## src/rtl/arb_pkg.sv

```systemverilog
// Shared sizes and state encoding for the round-robin grant arbiter.
package arb_pkg;
  localparam int NUM_REQ = 32;
  localparam int ID_W    = 5;

  typedef enum logic {ARB_IDLE, ARB_GRANT} arb_state_e;
endpackage

```

## src/rtl/priority_encoder.sv

```systemverilog
// LSB-first priority encoder: idx is the lowest set bit of in_vec.
// idx is x when in_vec is zero, so callers must qualify it with found.
module priority_encoder #(
  parameter int W     = 32,
  parameter int IDX_W = $clog2(W)
) (
  input  logic [W-1:0]     in_vec,
  output logic [IDX_W-1:0] idx,
  output logic             found
);
  always_comb begin
    idx = 'x;
    for (int i = W-1; i >= 0; i--)
      if (in_vec[i]) idx = IDX_W'(i);
  end

  assign found = |in_vec;
endmodule

```

## src/rtl/rr_grant_arbiter.sv

```systemverilog
// Round-robin arbiter over 32 requesters: registered one-hot grant held until
// release, abandon, or the MAX_HOLD limit, with no bubble between grants.
module rr_grant_arbiter
  import arb_pkg::*;
#(
  parameter int MAX_HOLD = 16
) (
  input  logic               clk_i,
  input  logic               reset_i,
  input  logic [NUM_REQ-1:0] req_i,
  input  logic               release_i,
  output logic               gnt_valid_o,
  output logic [NUM_REQ-1:0] gnt_o,
  output logic [ID_W-1:0]    gnt_id_o,
  output logic               timeout_o
);
  localparam int HC_W = (MAX_HOLD > 0) ? $clog2(MAX_HOLD + 1) : 1;
  localparam logic [HC_W-1:0] HOLD_LAST = HC_W'((MAX_HOLD > 0) ? MAX_HOLD - 1 : 0);
  localparam logic [HC_W-1:0] HOLD_SAT  = '1;

  arb_state_e         state;
  logic [ID_W-1:0]    gnt_id_q;
  logic [ID_W-1:0]    last_q;
  logic [HC_W-1:0]    hold_cnt;

  logic [NUM_REQ-1:0] above_mask;
  logic [1:0][NUM_REQ-1:0] enc_in;
  logic [1:0][ID_W-1:0]    enc_idx;
  logic [1:0]              enc_found;
  logic [ID_W-1:0]    winner;
  logic               any_req;
  logic               abandon;
  logic               hold_limit;
  logic               end_grant;

  // With last_q = 31 the shift overflows to zero, so the mask is empty.
  assign above_mask = ~((NUM_REQ'(2) << last_q) - NUM_REQ'(1));
  assign enc_in[0]  = req_i & above_mask;
  assign enc_in[1]  = req_i;

  for (genvar g = 0; g < 2; g++) begin : g_enc
    priority_encoder #(.W(NUM_REQ), .IDX_W(ID_W)) u_enc (
      .in_vec (enc_in[g]),
      .idx    (enc_idx[g]),
      .found  (enc_found[g])
    );
  end

  // Encoder outputs only pass through when their input is non-zero.
  assign any_req = enc_found[1];
  assign winner  = enc_found[0] ? enc_idx[0] :
                   enc_found[1] ? enc_idx[1] : '0;

  assign abandon    = !req_i[gnt_id_q];
  assign hold_limit = (MAX_HOLD != 0) && (hold_cnt == HOLD_LAST);
  assign end_grant  = release_i || abandon || hold_limit;

  always_ff @(posedge clk_i) begin
    if (reset_i) begin
      state    <= ARB_IDLE;
      gnt_id_q <= '0;
      last_q   <= ID_W'(NUM_REQ - 1);
      hold_cnt <= '0;
    end else begin
      case (state)
        ARB_IDLE: begin
          if (any_req) begin
            state    <= ARB_GRANT;
            gnt_id_q <= winner;
            last_q   <= winner;
            hold_cnt <= '0;
          end
        end
        ARB_GRANT: begin
          if (end_grant) begin
            hold_cnt <= '0;
            if (any_req) begin
              gnt_id_q <= winner;
              last_q   <= winner;
            end else begin
              state    <= ARB_IDLE;
              gnt_id_q <= '0;
            end
          end else if (hold_cnt != HOLD_SAT) begin
            hold_cnt <= hold_cnt + HC_W'(1);
          end
        end
        default: state <= ARB_IDLE;
      endcase
    end
  end

  assign gnt_valid_o = (state == ARB_GRANT);
  assign gnt_id_o    = gnt_id_q;
  // Release and abandon both beat the limit, so the pulse marks pure timeouts.
  assign timeout_o   = gnt_valid_o && hold_limit && !release_i && !abandon;

  always_comb begin
    gnt_o = '0;
    if (gnt_valid_o) gnt_o[gnt_id_q] = 1'b1;
  end
endmodule

```

## config.mk

```make
export PLATFORM = sky130hd
export DESIGN_NAME = rr_grant_arbiter
export DESIGN_NICKNAME = d
export VERILOG_FILES = /design/src/rtl/arb_pkg.sv /design/src/rtl/priority_encoder.sv /design/src/rtl/rr_grant_arbiter.sv
export SDC_FILE = /design/constraint.sdc
export NUM_CORES = 1
export LEC_CHECK = 0
export BUFFER_PORTS_ARGS = -buffer_cell sky130_fd_sc_hd__buf_2
export CORE_MARGIN = 3
export CORE_UTILIZATION = 49
export DETAILED_ROUTE_END_ITERATION = 6
export GPL_TIMING_DRIVEN = 0
export PLACE_DENSITY = 0.78
export SETUP_SLACK_MARGIN = 0.2
export SLEW_MARGIN = 30
export SYNTH_ARGS = -nofsm -noshare
export SYNTH_HDL_FRONTEND = slang
export SYNTH_SLANG_ARGS = --single-unit
```

## constraint.sdc

```tcl
create_clock -name clk_i -period 3.6 [get_ports clk_i]
set_input_delay 0.72 -clock clk_i [delete_from_list [all_inputs] [get_ports clk_i]]
set_output_delay 0.72 -clock clk_i [all_outputs]
set_load 0.01 [all_outputs]
```

==> results.toml <==
[status]
status = "completed"

[layout]
multi_input_area_um2 = 2440
n_antenna_cell = 0
utilization = 0.702
final_common_cell = "buf_2"
final_cell_mix = "buf_2 (75), nor2_1 (69), nand2_1 (37)"
n_fill_cell = 435
regArea_um2 = 325
drive_above_1_share = 0.291
area_growth_pct = 34.6
nets = 566
finalNonFillerCells = 595

[cts]
cts_inserted_buffers = 3
clk_path_buf_depth = 2
clk_pin_slew_ns = 0.07
clock_latency_ns = 0.25
htree_levels = 1
cts_hold_buf = 0
cts_sinks = 16
clock-root-buffer = "clkbuf_8"
cts_tree = "done"

[synthesis]
synth_compound_gate_area_share = 0.319
synth_mux_area_frac = 0.0696
synth_ff_type = "dfxtp_1"
synth-simple-area-share = 0.399
yosysSeqAreaShare = 0.117
synth_top_family_by_area = "simple AND/OR/NAND/NOR gates"
syn-cell-area_um2 = 2730
syn_inst = 431
synthAdderAreaFrac = 0.0183
syn_nets = 470
postSynthAreaPerCell_um2 = 6.34
ys_warn_count = 0
synth_xor_area_frac = 0.00320
synth-seq-cells = 16
yosysUniqueCellTypes = 60
async_flop_share = 0
synth_edf_count = 0

[timing]
setup_ws_ns = 0.193
relSlewSlack = 0.512
fmax_mhz = 294
hold_violations = 0
tightestPinTransition_ns = 0.730
final_max_slew_viol_count = 0
setup_viol = 0
worst_clock_skew_ns = 0.0127
grt_setup_unrepaired = "yes"
fin_crit_ns = 3.41
period_share = 0.946
setup_tns_ns = 0

[power]
p_leak_nw = 1.50
clkPwrFrac = 0.059
finalPower_mw = 2.28
intPower_mw = 1.08
comb_power_share = 0.808
pwr-share-seq = 0.132
irDropWorstVdd_v = 0.000294
swShare = 0.526
power_switching_mw = 1.20
powerDensity_nw_per_um2 = 620

[drt]
ant_nets = 0
drc = 0
num_vias = 4038
drt_first_pass_iters = 6
routed_wirelength_um = 11300
drt-vias-per-instance = 6.79
drtIter0Drc = 506
wire_per_inst_um = 18.9

[die]
ioPinCount = 74
die_width_um = 80.7
num_rows = 26
initial_core_util = 0.522
die_h_um = 80.7
die_area_um2 = 6510
core_um2 = 5240

[place]
dp_slack_ns = -0.639
port_buffers = 68
gp_congestion = 0.987
hpwl_um = 7970
place_inst = 569

[setup_path]
cp-end-kind = "register"
path_buf_inv = 2
crit_chain = "buf_4, nor4_4, nand2_2, ha_4, or3_4, o21ai_4, a31oi_4, nor4_2, buf_4, nand4b_1, nor2_4, o211ai_1, a32oi_2"
cp_max_fo = 10
critical-path-max-stage-delay_ns = 0.41
startpoint_type = "register"
crit_top_cell = "buf_4"
cp_top_family = "simple AND/OR/NAND/NOR gates"
critical_path_class = "register to register"
slowest_stage = "or3_4"
crit_arrival_ns = 3.56
crit_required_ns = 3.75

[run]
cap_violations = 0

[global_route]
grt_pass1_wl_um = 16400
grt_overflow = 0
antenna_found_initial = 0
grt_pass1_vias = 3386
grt_max_degree = 11
grt.total_usage = 0.314

[hold_path]
min_path_type = "register to register"
==> Yosys cell counts (4+ instances only) <==
cell type,n,area share
mux2i_1,16,0.059
nor4_1,15,0.034
o21ai_0,24,0.044
inv_1,14,0.019
buf_2,12,0.022
dfxtp_1,16,0.12
a211oi_1,4,0.011
a32oi_1,4,0.013
o22ai_1,11,0.025
nand2b_1,8,0.018
nand3_1,13,0.024
o21a_1,4,0.011
clkbuf_1,18,0.025
nor2_1,69,0.095
a221oi_1,4,0.013
or3_1,6,0.014
a31oi_1,6,0.014
o211ai_1,9,0.025
a21oi_1,30,0.055
o31ai_1,6,0.016
or4_1,4,0.011
ha_1,4,0.018
nor3_1,14,0.026
nand2_1,39,0.054
or3b_1,4,0.013
nand3b_1,9,0.025
nor2b_1,9,0.021
==> per-stage QoR <==
step                      area (um^2)  hold WS [ns]
after floorplan                  2730         0.454
after global placement           3160         0.469
after detailed placement         3160         0.483
after CTS                        3350         0.493
after global routing             3680         0.530
final                            3680         0.489
==> flip-flops by register name, summed over array words and instances, names as in the netlist <==
signal / flops
gnt_valid_o: 1
last_q: 5
hold_cnt: 5
gnt_id_o: 5
==> worst register-to-register path: stages (launching register included) <==
cell and delay, ns:
dfxtp_2 0.37, buf_4 0.20, nor4_4 0.37, nand2_2 0.13, ha_4 0.20, or3_4 0.42
o21ai_4 0.17, a31oi_4 0.13, nor4_2 0.30, buf_4 0.16, nand4b_1 0.17, nor2_4 0.22
o211ai_1 0.17, a32oi_2 0.29
==> cell type report <==
type	instances	area share
Tap cell	70	0.0238
Clock buffer	3	0.0112
Multi-Input combinational cell	367	0.663
Buffer	34	0.0592
Timing Repair Buffer	91	0.139
Inverter	14	0.0153
Sequential cell	16	0.0884
==> cells by family after synthesis <==
kind of cell               after synthesis
adders and majority gates                4
AOI/OAI and AO/OA                      131
buffers and inverters                   48
DFF                                     16
xor gates and xnor gates                 1
muxes                                   18
and+or+nand+nor                        213
==> power groups by stage <==
stage / clock (mW) / sequential [mW] / combinational [mW]
floorplan: 0 / 0.290 / 1.00
global placement: 0 / 0.293 / 1.36
detailed placement: 0 / 0.297 / 1.38
CTS: 0.135 / 0.294 / 1.49
global route: 0.145 / 0.314 / 1.95
finish: 0.135 / 0.302 / 1.85
==> worst paths after layout <==
path | start | end | slack [ns] | cells after the start
hold reg to reg | hold_cnt[3]$_SDFFE_PP0P_ | hold_cnt[3]$_SDFFE_PP0P_ | 0.49 | 2
hold / removal | hold_cnt[3]$_SDFFE_PP0P_ | hold_cnt[3]$_SDFFE_PP0P_ | 0.49 | 2
setup reg to reg | last_q[4]$_SDFFE_PP1P_ | last_q[1]$_SDFFE_PP1P_ | 0.19 | 13
setup / recovery | last_q[4]$_SDFFE_PP1P_ | last_q[1]$_SDFFE_PP1P_ | 0.19 | 13
==> routing by layer <==
metal  global-route usage  wire length (um)
met5                    0                 0
met4                0.101               497
met3               0.0729              1560
met2                0.512              4980
met1                0.406              4230
==> timing repair <==
action	CTS	global route
endpoints found under the setup margin	10	8
gates resized for setup	25	53
setup buffers	6	17
pin swaps	8	18
Power figures use the tool's default switching activity.
